File: src/rtl/fetch_pkg.sv
// Shared types and helpers for the instruction-fetch program-counter unit.
// Holds the next-PC source encoding and the request priority encoder.
package fetch_pkg;

  typedef enum logic [2:0] {
    SEL_HOLD = 3'd0,
    SEL_RET  = 3'd1,
    SEL_CALL = 3'd2,
    SEL_ABS  = 3'd3,
    SEL_REL  = 3'd4,
    SEL_SEQ  = 3'd5
  } next_sel_e;

  // Highest-priority request wins; everything below it is ignored.
  function automatic next_sel_e pick_next_sel(
    input logic hold,
    input logic stall,
    input logic ret,
    input logic call,
    input logic abs_jump,
    input logic rel_jump
  );
    next_sel_e sel;
    if (hold || stall) sel = SEL_HOLD;
    else if (ret)      sel = SEL_RET;
    else if (call)     sel = SEL_CALL;
    else if (abs_jump) sel = SEL_ABS;
    else if (rel_jump) sel = SEL_REL;
    else               sel = SEL_SEQ;
    return sel;
  endfunction

endpackage

File: src/rtl/ret_stack.sv
// Circular return-address stack: pushes overwrite the oldest entry when full,
// pops are ignored when empty. Entry storage is not reset.
module ret_stack #(
  parameter int unsigned PC_W      = 9,
  parameter int unsigned RAS_DEPTH = 4
) (
  input  logic            clk,
  input  logic            rst_n,
  input  logic            push,
  input  logic            pop,
  input  logic [PC_W-1:0] push_data,
  output logic [PC_W-1:0] top,
  output logic            full,
  output logic            empty
);

  localparam int unsigned PTR_W = (RAS_DEPTH > 1) ? $clog2(RAS_DEPTH) : 1;
  localparam int unsigned CNT_W = PTR_W + 1;

  logic [PC_W-1:0]  mem [RAS_DEPTH];
  logic [PTR_W-1:0] wptr;
  logic [CNT_W-1:0] count;

  assign full  = (count == CNT_W'(RAS_DEPTH));
  assign empty = (count == '0);
  assign top   = mem[wptr - PTR_W'(1)];

  // Pointer and occupancy; a full push advances the pointer over the oldest slot.
  always_ff @(posedge clk or negedge rst_n) begin
    if (!rst_n) begin
      wptr  <= '0;
      count <= '0;
    end else if (push) begin
      wptr <= wptr + PTR_W'(1);
      if (!full) count <= count + CNT_W'(1);
    end else if (pop && !empty) begin
      wptr  <= wptr - PTR_W'(1);
      count <= count - CNT_W'(1);
    end
  end

  always_ff @(posedge clk) begin
    if (push) mem[wptr] <= push_data;
  end

endmodule

File: src/rtl/fetch_ctrl.sv
// Program-counter and fetch control: sequential advance, relative/absolute
// jumps, call/return through ret_stack, sticky halt and per-cycle stall.
module fetch_ctrl
  import fetch_pkg::*;
#(
  parameter int unsigned PC_W      = 9,
  parameter int unsigned OFF_W     = 15,
  parameter int unsigned RAS_DEPTH = 4,
  parameter int unsigned RESET_PC  = 0
) (
  input  logic             CLK,
  input  logic             Reset_n,
  input  logic             Halt,
  input  logic             Stall,
  input  logic             Rel_Jump,
  input  logic [OFF_W-1:0] Offset,
  input  logic             Abs_Jump,
  input  logic [PC_W-1:0]  Target,
  input  logic             Call,
  input  logic             Ret,
  output logic [PC_W-1:0]  PC,
  output logic             Halted,
  output logic             Ras_Overflow,
  output logic             Ras_Underflow
);

  localparam int unsigned SUM_W = (PC_W > OFF_W) ? PC_W : OFF_W;

  next_sel_e       sel;
  logic [PC_W-1:0] pc_inc;
  logic [PC_W-1:0] pc_rel;
  logic [SUM_W-1:0] off_ext;
  logic [PC_W-1:0] pc_next;
  logic            halted_next;
  logic            ovf_next;
  logic            unf_next;
  logic            ras_push;
  logic            ras_pop;
  logic [PC_W-1:0] ras_top;
  logic            ras_full;
  logic            ras_empty;

  ret_stack #(
    .PC_W      (PC_W),
    .RAS_DEPTH (RAS_DEPTH)
  ) u_ret_stack (
    .clk       (CLK),
    .rst_n     (Reset_n),
    .push      (ras_push),
    .pop       (ras_pop),
    .push_data (pc_inc),
    .top       (ras_top),
    .full      (ras_full),
    .empty     (ras_empty)
  );

  // Offset is sign-extended to the wider of the two widths, then the sum wraps to PC_W.
  always_comb begin
    off_ext = SUM_W'($signed(Offset));
    pc_inc  = PC + PC_W'(1);
    pc_rel  = PC_W'(SUM_W'(PC) + off_ext);
  end

  // Next-PC selection; stack and sticky flags only move for the selected request.
  always_comb begin
    pc_next     = PC;
    halted_next = Halted | Halt;
    ovf_next    = Ras_Overflow;
    unf_next    = Ras_Underflow;
    ras_push    = 1'b0;
    ras_pop     = 1'b0;
    sel         = pick_next_sel(Halted | Halt, Stall, Ret, Call, Abs_Jump, Rel_Jump);
    case (sel)
      SEL_HOLD: pc_next = PC;
      SEL_RET: begin
        if (ras_empty) begin
          pc_next  = pc_inc;
          unf_next = 1'b1;
        end else begin
          pc_next = ras_top;
          ras_pop = 1'b1;
        end
      end
      SEL_CALL: begin
        pc_next  = Target;
        ras_push = 1'b1;
        if (ras_full) ovf_next = 1'b1;
      end
      SEL_ABS:  pc_next = Target;
      SEL_REL:  pc_next = pc_rel;
      SEL_SEQ:  pc_next = pc_inc;
      default:  pc_next = PC;
    endcase
  end

  always_ff @(posedge CLK or negedge Reset_n) begin
    if (!Reset_n) begin
      PC            <= PC_W'(RESET_PC);
      Halted        <= 1'b0;
      Ras_Overflow  <= 1'b0;
      Ras_Underflow <= 1'b0;
    end else begin
      PC            <= pc_next;
      Halted        <= halted_next;
      Ras_Overflow  <= ovf_next;
      Ras_Underflow <= unf_next;
    end
  end

endmodule
File: config.mk
export PLATFORM = sky130hd
export DESIGN_NAME = fetch_ctrl
export DESIGN_NICKNAME = d
export VERILOG_FILES = /design/src/rtl/fetch_pkg.sv /design/src/rtl/ret_stack.sv /design/src/rtl/fetch_ctrl.sv
export SDC_FILE = /design/constraint.sdc
export NUM_CORES = 1
export LEC_CHECK = 0
export CAP_MARGIN = 0
export CORE_MARGIN = 4
export CORE_UTILIZATION = 55
export CTS_BUF_LIST = sky130_fd_sc_hd__clkbuf_4 sky130_fd_sc_hd__clkbuf_8
export CTS_CLUSTER_DIAMETER = 30
export DETAILED_ROUTE_END_ITERATION = 12
export PLACE_DENSITY = 0.81
export SLEW_MARGIN = 30
export SYNTH_ARGS = -nofsm -noshare
export SYNTH_HDL_FRONTEND = slang
export SYNTH_HIERARCHICAL = 1
export SYNTH_SLANG_ARGS = --single-unit
File: constraint.sdc
create_clock -name CLK -period 2.7 [get_ports CLK]
set_clock_uncertainty 0.05 [all_clocks]
set_input_delay 0.54 -clock CLK [delete_from_list [all_inputs] [get_ports CLK]]
set_output_delay 0.54 -clock CLK [all_outputs]
set_load 0.01 [all_outputs]
* Word level (Yosys, flattened, before mapping)
Memory sizes are Yosys's and may differ from the RTL's.
Index checks and enable logic that the tools add are counted.
** Storage, ports and cells
- Bits in writable memories :: 36
- Output and inout port bits :: 12
- Logic and storage cells :: 48
- Memories kept :: 1
- Input bits :: 32
- Register bits :: 17
** Cells by class
- $add $sub $neg :: 6
- Eq/ne operators :: 7
- Reductions and logical operators :: 10
- Bitwise gates (word level) :: 1
- Muxes and demuxes :: 17
** Memories
- u_ret_stack.mem :: words 4, width 9, read ports 1, clocked after Yosys merged registers in 0, write ports 1, RTL line ret_stack.sv:20 : logic [PC_W-1:0] mem [RAS_DEPTH];
** Operator list (number)
- one-hot mux 9 bit (4 select lines) :: 1
- two-way mux 3 bit :: 7
- adder 9 x 1 -> 9 bit (second input constant) :: 1
- adder 9 bit :: 1
- equality test 3 bit (second input constant) :: 3
- two-way mux 9 bit :: 1
- equality test 3 x 2 -> 1 bit (second input constant) :: 2
- two-way mux 1 bit :: 6
- AND reduction 2 bit :: 3
- two-way mux 2 bit :: 2
- nonzero test 4 bit :: 1
- adder 3 x 1 -> 3 bit (second input constant) :: 1
- equality test 3 x 1 -> 1 bit (second input constant) :: 1
- zero test 3 bit :: 1
- subtractor 3 x 1 -> 3 bit (second input constant) :: 1
- adder 2 x 1 -> 2 bit (second input constant) :: 1
- inequality test 2 bit (second input constant) :: 1
- nonzero test 2 bit :: 1
- OR reduction 2 bit :: 1
- subtractor 2 x 1 -> 2 bit (second input constant) :: 1
- logical AND 1 bit :: 1
- zero test 1 bit :: 1
- logical OR 1 bit :: 1
- OR 1 bit :: 1

* Logic depth before layout (Yosys ltp)
Gate-level depths: netlist (run 1).
- Depth after elaboration :: 10
- Depth in mapped cells :: 10
- Gate-level depth less buffers :: 9

* Cells and area by module
The synthesis (run 1) kept the hierarchy.
** By module, submodules not included
- ret_stack :: instances 1, area each 1707.9 sq um, cells each 89, sequential area each 1206.2 sq um
- fetch_ctrl :: instances 1, area each 1315.0 sq um, cells each 158, sequential area each 300.3 sq um

* Worst setup path before layout (run 1)
OpenSTA, ideal clock, no wires.
- Path kind :: input to register
- Start :: input Halt
- End :: register u_ret_stack.count[1]
- Stages on the path :: 9
- Setup time :: 104 ps
- Arrival time :: 2389 ps
- Setup slack :: 157 ps
- Data required time :: 2546 ps
- Path through :: or3_1 > buf_6 > nor2_8 > and2_1 > inv_1 > fa_1 > inv_1 > o21a_1 > a221oi_1
** RTL lines
- from (decl) :: RTL line fetch_ctrl.sv:13 : input logic Halt,
- OR 1 bit (*) :: RTL line fetch_ctrl.sv:72 : sel = pick_next_sel(Halted | Halt, Stall, Ret, Call, Abs_Jump, Rel_Jump);
- logical OR 1 bit (*) :: RTL line fetch_pkg.sv:24 : if (hold || stall) sel = SEL_HOLD;
- two-way mux 3 bit (*) :: RTL line fetch_pkg.sv:24
- equality test 3 x 2 -> 1 bit (*) :: RTL line fetch_ctrl.sv:73 : case (sel)
- two-way mux 1 bit (*) :: RTL line fetch_ctrl.sv:73
- net ras_push :: RTL line fetch_ctrl.sv:37 : logic ras_push;
- inequality test 2 bit (no line) / nonzero test 2 bit (equally long branches)
- AND reduction 2 bit (no line)
- to (signal assigned) :: RTL line ret_stack.sv:35 : if (!full) count <= count + CNT_W'(1);
- to (signal assigned) :: RTL line ret_stack.sv:38 : count <= count - CNT_W'(1);
- to (decl) :: RTL line ret_stack.sv:22 : logic [CNT_W-1:0] count;
Mark *: on every way through the listed nets, which the timed path passes. The rest lies on a longest branch.
A chain may end at the register's enable or synchronous reset.

* Worst setup path in the final report (run 1)
Ends and elaborated chain as after synthesis.

==> results.py, run 1 <==
metrics = {
    "setup_path": {
        "crit_type": "input pin to flip-flop",
        "crit_path_top_delay_cell": "fa_1",
        "arrival_ns": 2.74,
        "required_ns": 2.85,
        "cpPeakStageDelay_ns": 0.54,
        "startpoint_type": "input pin",
        "endpoint_kind": "flip-flop",
        "critical-path-top-delay-family": "simple AND/OR/NAND/NOR gates",
        "cp_max_fo": 2,
        "crit_path_frequent_cell": "inv_1",
        "crit_buf_inv": 3,
        "path_cells": "clkdlybuf4s50_1 > or3_4 > nor2_8 > and2_1 > inv_1 > fa_1 > inv_1 > o21a_1 > a221oi_1",
    },
    "timing": {
        "post-route-period-util_pct": 96.1,
        "fmax_mhz": 386,
        "finalCriticalPeriod_ns": 2.59,
        "slew_headroom_pct": 67.8,
        "rsz0062_at_grt": "no",
        "finalHoldViolations": 0,
        "setup_viol": 0,
        "slew_violations": 0,
        "holdWs_ns": 0.433,
        "worst_pin_slew_ns": 0.480,
    },
    "placed_design": {
        "io_buffers": 37,
        "placed_cell_area_sq_um": 3600,
        "dp.final_hpwl_mm": 5.13,
        "gp_congestion": 0.843,
    },
    "min_path": {
        "hold_path_class": "flip-flop to flip-flop",
    },
    "pwr": {
        "p_leak_nw": 1.49,
        "power_density_nw_per_um2": 487,
        "ir_drop_mv": 0.417,
    },
    "die": {
        "start_util_pct": 58.1,
        "core.rowCount": 26,
        "fp.dieW_microns": 82.1,
        "dieArea_sq_um": 6750,
        "fp.coreArea_sq_um": 5200,
        "die_height_microns": 82.1,
        "io_pins": 44,
    },
    "clock_network": {
        "cts.sinks": 53,
        "root_buffer": "clkbuf_8",
        "cts-hold-fix-buffers": 0,
        "cts_made_buffers": 5,
        "h-tree-depth": 2,
        "cts_tree": "yes",
        "clockBufferDepth": 2,
        "clkTransAtPathRegs_ns": 0.09,
        "clk_latency_ns": 0.30,
    },
    "synth": {
        "yosysTopAreaCell": "edfxtp_1",
        "synth_flop_cell": "edfxtp_1",
        "synth_edf_count": 36,
        "synth_cell_type_count": 56,
        "ys_top_cells_by_count": "edfxtp_1, nor2_1, dfrtp_1, ha_1, a21oi_1",
        "syn_area_per_cell_sq_um": 12.2,
        "yosys_warnings": 6,
        "ys_ff_latch": 53,
        "synth_cells": 247,
        "async_flop_share_pct": 32.1,
        "synth.cell_area_sq_um": 3020,
        "syn-num-nets": 294,
        "yosys-top-cells-area": "edfxtp_1, dfrtp_1, ha_1",
        "synth.most_common_cell": "edfxtp_1",
        "yosysTopAreaCellShare_pct": 35.8,
        "ys_seq_area_share_pct": 49.8,
    },
    "drt": {
        "dr_total_vias": 2202,
        "wl_per_cell_microns": 18.6,
        "drt_first_pass_iters": 4,
        "wl_mm": 6.93,
        "routed_via_density": 5.90,
        "ant_nets": 0,
        "drtIter0Drc": 141,
        "drcViolationCount": 0,
    },
    "final_layout": {
        "diodes": 0,
        "syn_to_final_growth_pct": 23.1,
        "multi_input_area_sq_um": 1420,
        "final_nets": 349,
        "regArea_sq_um": 1510,
        "drive_gt1_share_pct": 16.5,
        "fillers": 381,
        "finalInstanceArea_sq_um": 3720,
    },
    "grt": {
        "grt.total_usage_pct": 22.6,
        "antenna_found_initial": 0,
        "grt_pass1_vias": 2218,
        "grt_overflow": 0,
        "grt_max_degree": 18,
        "grt_pass1_wl_mm": 11.2,
    },
    "status": {
        "status": "completed",
    },
    "flow_run": {
        "maxCapViolations": 0,
    },
}
## layout by cell type, fill, tap and decap left out, types with 2 or more instances in the layout
cell type and instances:
and2_1 5, nor2b_1 4, a211oi_1 4, clkbuf_8 5, o21ai_0 11, ha_1 13, nand3_2 2, fa_1 2
mux4_1 2, clkdlybuf4s50_1 37, inv_1 11, a221oi_1 4, dfrtp_1 17, o211a_1 2, o21ai_1 6, buf_4 19
mux2i_1 5, or2_1 2, nand3_1 5, edfxtp_1 36, nand2_1 9, o21a_1 5, nor2_1 23, mux4_2 7
a21oi_1 12, nor3_1 5, xor2_1 7, buf_12 2, xnor2_1 9
## sequential cells by signal, indices dropped and copies added, names as in the netlist
signal             flops
u_ret_stack/mem       36
PC                     9
u_ret_stack/count      3
u_ret_stack/wptr       2
Halted                 1
Ras_Overflow           1
Ras_Underflow          1
## through the flow
step	utilization, %	TNS [ns]	cells	setup WS (ns)	total power [mW]
floorplan	-	0	247	0.157	1.16
finish	71.5	0	373	0.106	1.81
CTS	71.3	0	373	0.0282	1.82
global placement	69.2	-0.266	365	-0.137	1.28
global route	71.5	0	373	0.0312	1.90
detailed placement	69.2	-0.540	365	-0.296	1.30
## power breakdown
group | total [mW] | switching (mW) | internal (mW)
clock | 0.531 | 0.258 | 0.273
sequential | 0.929 | 0.0335 | 0.895
combinational | 0.352 | 0.175 | 0.177
## routing by layer
layer  track usage (%)  share of wire [%]  up-vias
li1                  -                  -     1039
met5                 0                  0        -
met4              3.99               0.69        0
met3              4.34                6.6        6
met1              31.4                 44     1088
met2              37.6                 49       69
## timing repair
item | in CTS | in global routing
resized for setup | 0 | 2
setup buffers | 0 | 0
setup endpoints to repair | 0 | 2
## logic make-up after synthesis
kind of cell | after synthesis | synth area share, %
simple gates | 64 | 11.2
compound gates | 62 | 14.7
fa+ha+maj | 15 | 6.71
buf+inv | 21 | 3.44
flops | 53 | 49.8
mux | 16 | 9.48
xor+xnor | 16 | 4.64
## worst reg2reg max path, cell delays in order (launching register included)
cell      delay, ns
dfrtp_1        0.41
or3_4          0.41
nor2_8         0.09
and2_1         0.16
inv_1          0.08
fa_1           0.54
inv_1          0.06
o21a_1         0.18
a221oi_1       0.24
## path summary, 6_finish.rpt
check / slack [ns] / from / end / depth (start not counted)
worst max-delay path: 0.11 / Halt / u_ret_stack/count[1]$_DFFE_PN0P_ / 9
worst min-delay path: 0.43 / Ras_Underflow$_DFFE_PN0P_ / Ras_Underflow$_DFFE_PN0P_ / 1
worst max register to register: 0.38 / Halted$_DFF_PN0_ / u_ret_stack/count[1]$_DFFE_PN0P_ / 8
worst min register to register: 0.43 / Ras_Underflow$_DFFE_PN0P_ / Ras_Underflow$_DFFE_PN0P_ / 1
max in group asynchronous: 1.86 / Reset_n / PC[0]$_DFFE_PN0P_ / 2
min in group asynchronous: 0.52 / Reset_n / Ras_Overflow$_DFFE_PN0P_ / 2
## cell type report
cell class	count	area share (%)
Timing Repair Buffer	58	14.9
Clock inverter	3	1.11
Inverter	11	1.11
Sequential cell	53	40.5
Clock buffer	5	1.85
Multi-Input combinational cell	173	38.2
Tap cell	70	2.35
Power figures use the tool's default switching activity.
==> run 2, diff against run 1 <==
Settings changed: CORE_UTILIZATION 55 to 52, PLACE_DENSITY 0.81 to 0.77.
==> run 2 against run 1 <==
  * Routed wire length down 2.2%
  * Non-clock buffer count down 3
  * Sequential power about the same
  * Combinational power about the same
  * Sequential share of layout area up 0.19 points
  * First-iteration DRC count down 21%
  * Via count up 0.64%
==> results.py, run 2 (synthesis results as in run 1) <==
metrics = {
    "drt": {
        "routed_via_density": 5.96,
        "drtIter0Drc": 112,
        "dr_total_vias": 2216,
        "wl_mm": 6.78,
        "wl_per_cell_microns": 18.2,
        "drt_first_pass_iters": 4,
        "drcViolationCount": 0,
        "ant_nets": 0,
    },
    "clock_network": {
        "post-cts-setup-buffer-count": 0,
        "cts_made_buffers": 5,
        "clkTransAtPathRegs_ns": 0.09,
        "h-tree-depth": 2,
        "root_buffer": "clkbuf_8",
        "clockBufferDepth": 2,
        "clk_latency_ns": 0.31,
        "cts_tree": "yes",
        "cts.sinks": 53,
    },
    "grt": {
        "grt_max_degree": 18,
        "grt_overflow": 0,
        "grt.total_usage_pct": 20.3,
        "antenna_found_initial": 0,
        "grt_pass1_vias": 2291,
        "grt_pass1_wl_mm": 11.5,
    },
    "status": {
        "status": "completed",
    },
    "timing": {
        "finalHoldViolations": 0,
        "setup_viol": 0,
        "finalCriticalPeriod_ns": 2.50,
        "fmax_mhz": 400,
        "rsz0062_at_grt": "no",
        "slew_headroom_pct": 62.4,
        "worst_pin_slew_ns": 0.562,
        "slew_violations": 0,
        "post-route-period-util_pct": 92.7,
    },
    "final_layout": {
        "final_util_pct": 66.4,
        "fin_cells": 372,
        "layout_commonest_cell": "clkdlybuf4s50_1",
        "final_cell_mix": "clkdlybuf4s50_1, edfxtp_1, nor2_1, dfrtp_1, buf_4",
        "largest_reg_flops": 36,
        "finalInstanceArea_sq_um": 3700,
        "diodes": 0,
        "regMostFlops": "u_ret_stack/mem",
        "drive_gt1_share_pct": 15.7,
        "final_nets": 346,
        "syn_to_final_growth_pct": 22.5,
        "reg_top3": "u_ret_stack/mem (36), PC (9), u_ret_stack/count (3)",
    },
    "pwr": {
        "ir_drop_mv": 0.320,
        "power_density_nw_per_um2": 467,
        "p_leak_nw": 1.47,
    },
    "die": {
        "io_pins": 44,
        "fp.dieW_microns": 84.2,
        "start_util_pct": 54.2,
        "core.rowCount": 27,
        "fp.coreArea_sq_um": 5570,
        "dieArea_sq_um": 7100,
        "die_height_microns": 84.2,
    },
    "placed_design": {
        "gp_congestion": 0.765,
        "dp.final_hpwl_mm": 5.03,
        "place_inst": 364,
        "io_buffers": 37,
        "placed_cell_area_sq_um": 3610,
    },
    "setup_path": {
        "endpoint_kind": "flip-flop",
        "crit_type": "input pin to flip-flop",
        "r2r.worst_path.cells": 8,
        "startpoint_type": "input pin",
        "arrival_ns": 2.66,
        "required_ns": 2.85,
        "cp_max_fo": 2,
    },
    "min_path": {
        "hold_path_class": "flip-flop to flip-flop",
        "min_path_cells": 1,
    },
    "flow_run": {
        "maxCapViolations": 0,
    },
}
## run 2: layout make-up
| type | count | area (sq um) |
|---|---|---|
| Clock buffer | 6 | 76.3 |
| Clock inverter | 2 | 11.3 |
| Fill cell | 437 | 1870 |
| Inverter | 11 | 41.3 |
| Multi-Input combinational cell | 173 | 1420 |
| Sequential cell | 53 | 1510 |
| Tap cell | 72 | 90.1 |
| Timing Repair Buffer | 55 | 556 |
## run 2: path summary, 6_finish.rpt
| kind | startpoint | endpoint | slack (ns) |
|---|---|---|---|
| setup / recovery | Halt | u_ret_stack/count[1]$_DFFE_PN0P_ | 0.20 |
| hold / removal | Ras_Overflow$_DFFE_PN0P_ | Ras_Overflow$_DFFE_PN0P_ | 0.42 |
| setup reg to reg | Halted$_DFF_PN0_ | u_ret_stack/count[1]$_DFFE_PN0P_ | 0.47 |
| hold reg to reg | Ras_Overflow$_DFFE_PN0P_ | Ras_Overflow$_DFFE_PN0P_ | 0.42 |
| max in group asynchronous | Reset_n | u_ret_stack/wptr[1]$_DFFE_PN0P_ | 1.87 |
| min in group asynchronous | Reset_n | PC[2]$_DFFE_PN0P_ | 0.51 |
## run 2: timing repair
item,CTS,global route
setup endpoints to repair,0,2
hold buffers,0,0
gates resized for setup,0,2
## run 2: metal layers
metal / GRT usage, % / up-vias / part of all wire, %
met3: 4.71 / 9 / 7.1
met5: 0 / - / 0
met1: 28.8 / 1101 / 44
li1: - / 1032 / -
met2: 31.7 / 74 / 48
met4: 5.12 / 0 / 1.1
## run 2: through the flow
| step | hold WS, ns | setup WS, ns | total power [mW] | setup TNS (ns) |
|---|---|---|---|---|
| 5_1_grt | 0.436 | 0.00649 | 1.82 | 0 |
| 6_report | 0.417 | 0.197 | 1.73 | 0 |
| 3_3_place_gp | 0.394 | -0.136 | 1.28 | -0.261 |
| 2_1_floorplan | 0.194 | 0.157 | 1.16 | 0 |
| 4_1_cts | 0.423 | 0.0950 | 1.73 | 0 |
| 3_5_place_dp | 0.397 | -0.218 | 1.30 | -0.436 |
## run 2: report_power, final
part / internal [mW] / leakage, nW / switching, mW
Combinational: 0.177 / 0.886 / 0.174
Sequential: 0.895 / 0.542 / 0.0318
Clock: 0.191 / 0.0423 / 0.259
Total: 1.26 / 1.47 / 0.465
## run 2: critical path, stage by stage
cell	delay, ns
clkdlybuf4s50_1	0.42
or3_4	0.43
nor2_8	0.10
and2_1	0.15
inv_1	0.07
fa_1	0.53
inv_1	0.05
o21a_1	0.18
a221oi_1	0.19
==> run 3, diff against run 2 <==
Settings changed: GPL_ROUTABILITY_DRIVEN set to 0.
==> results of run 3 <==
No change in the layout: final DEF, timing and power equal those of run 2.
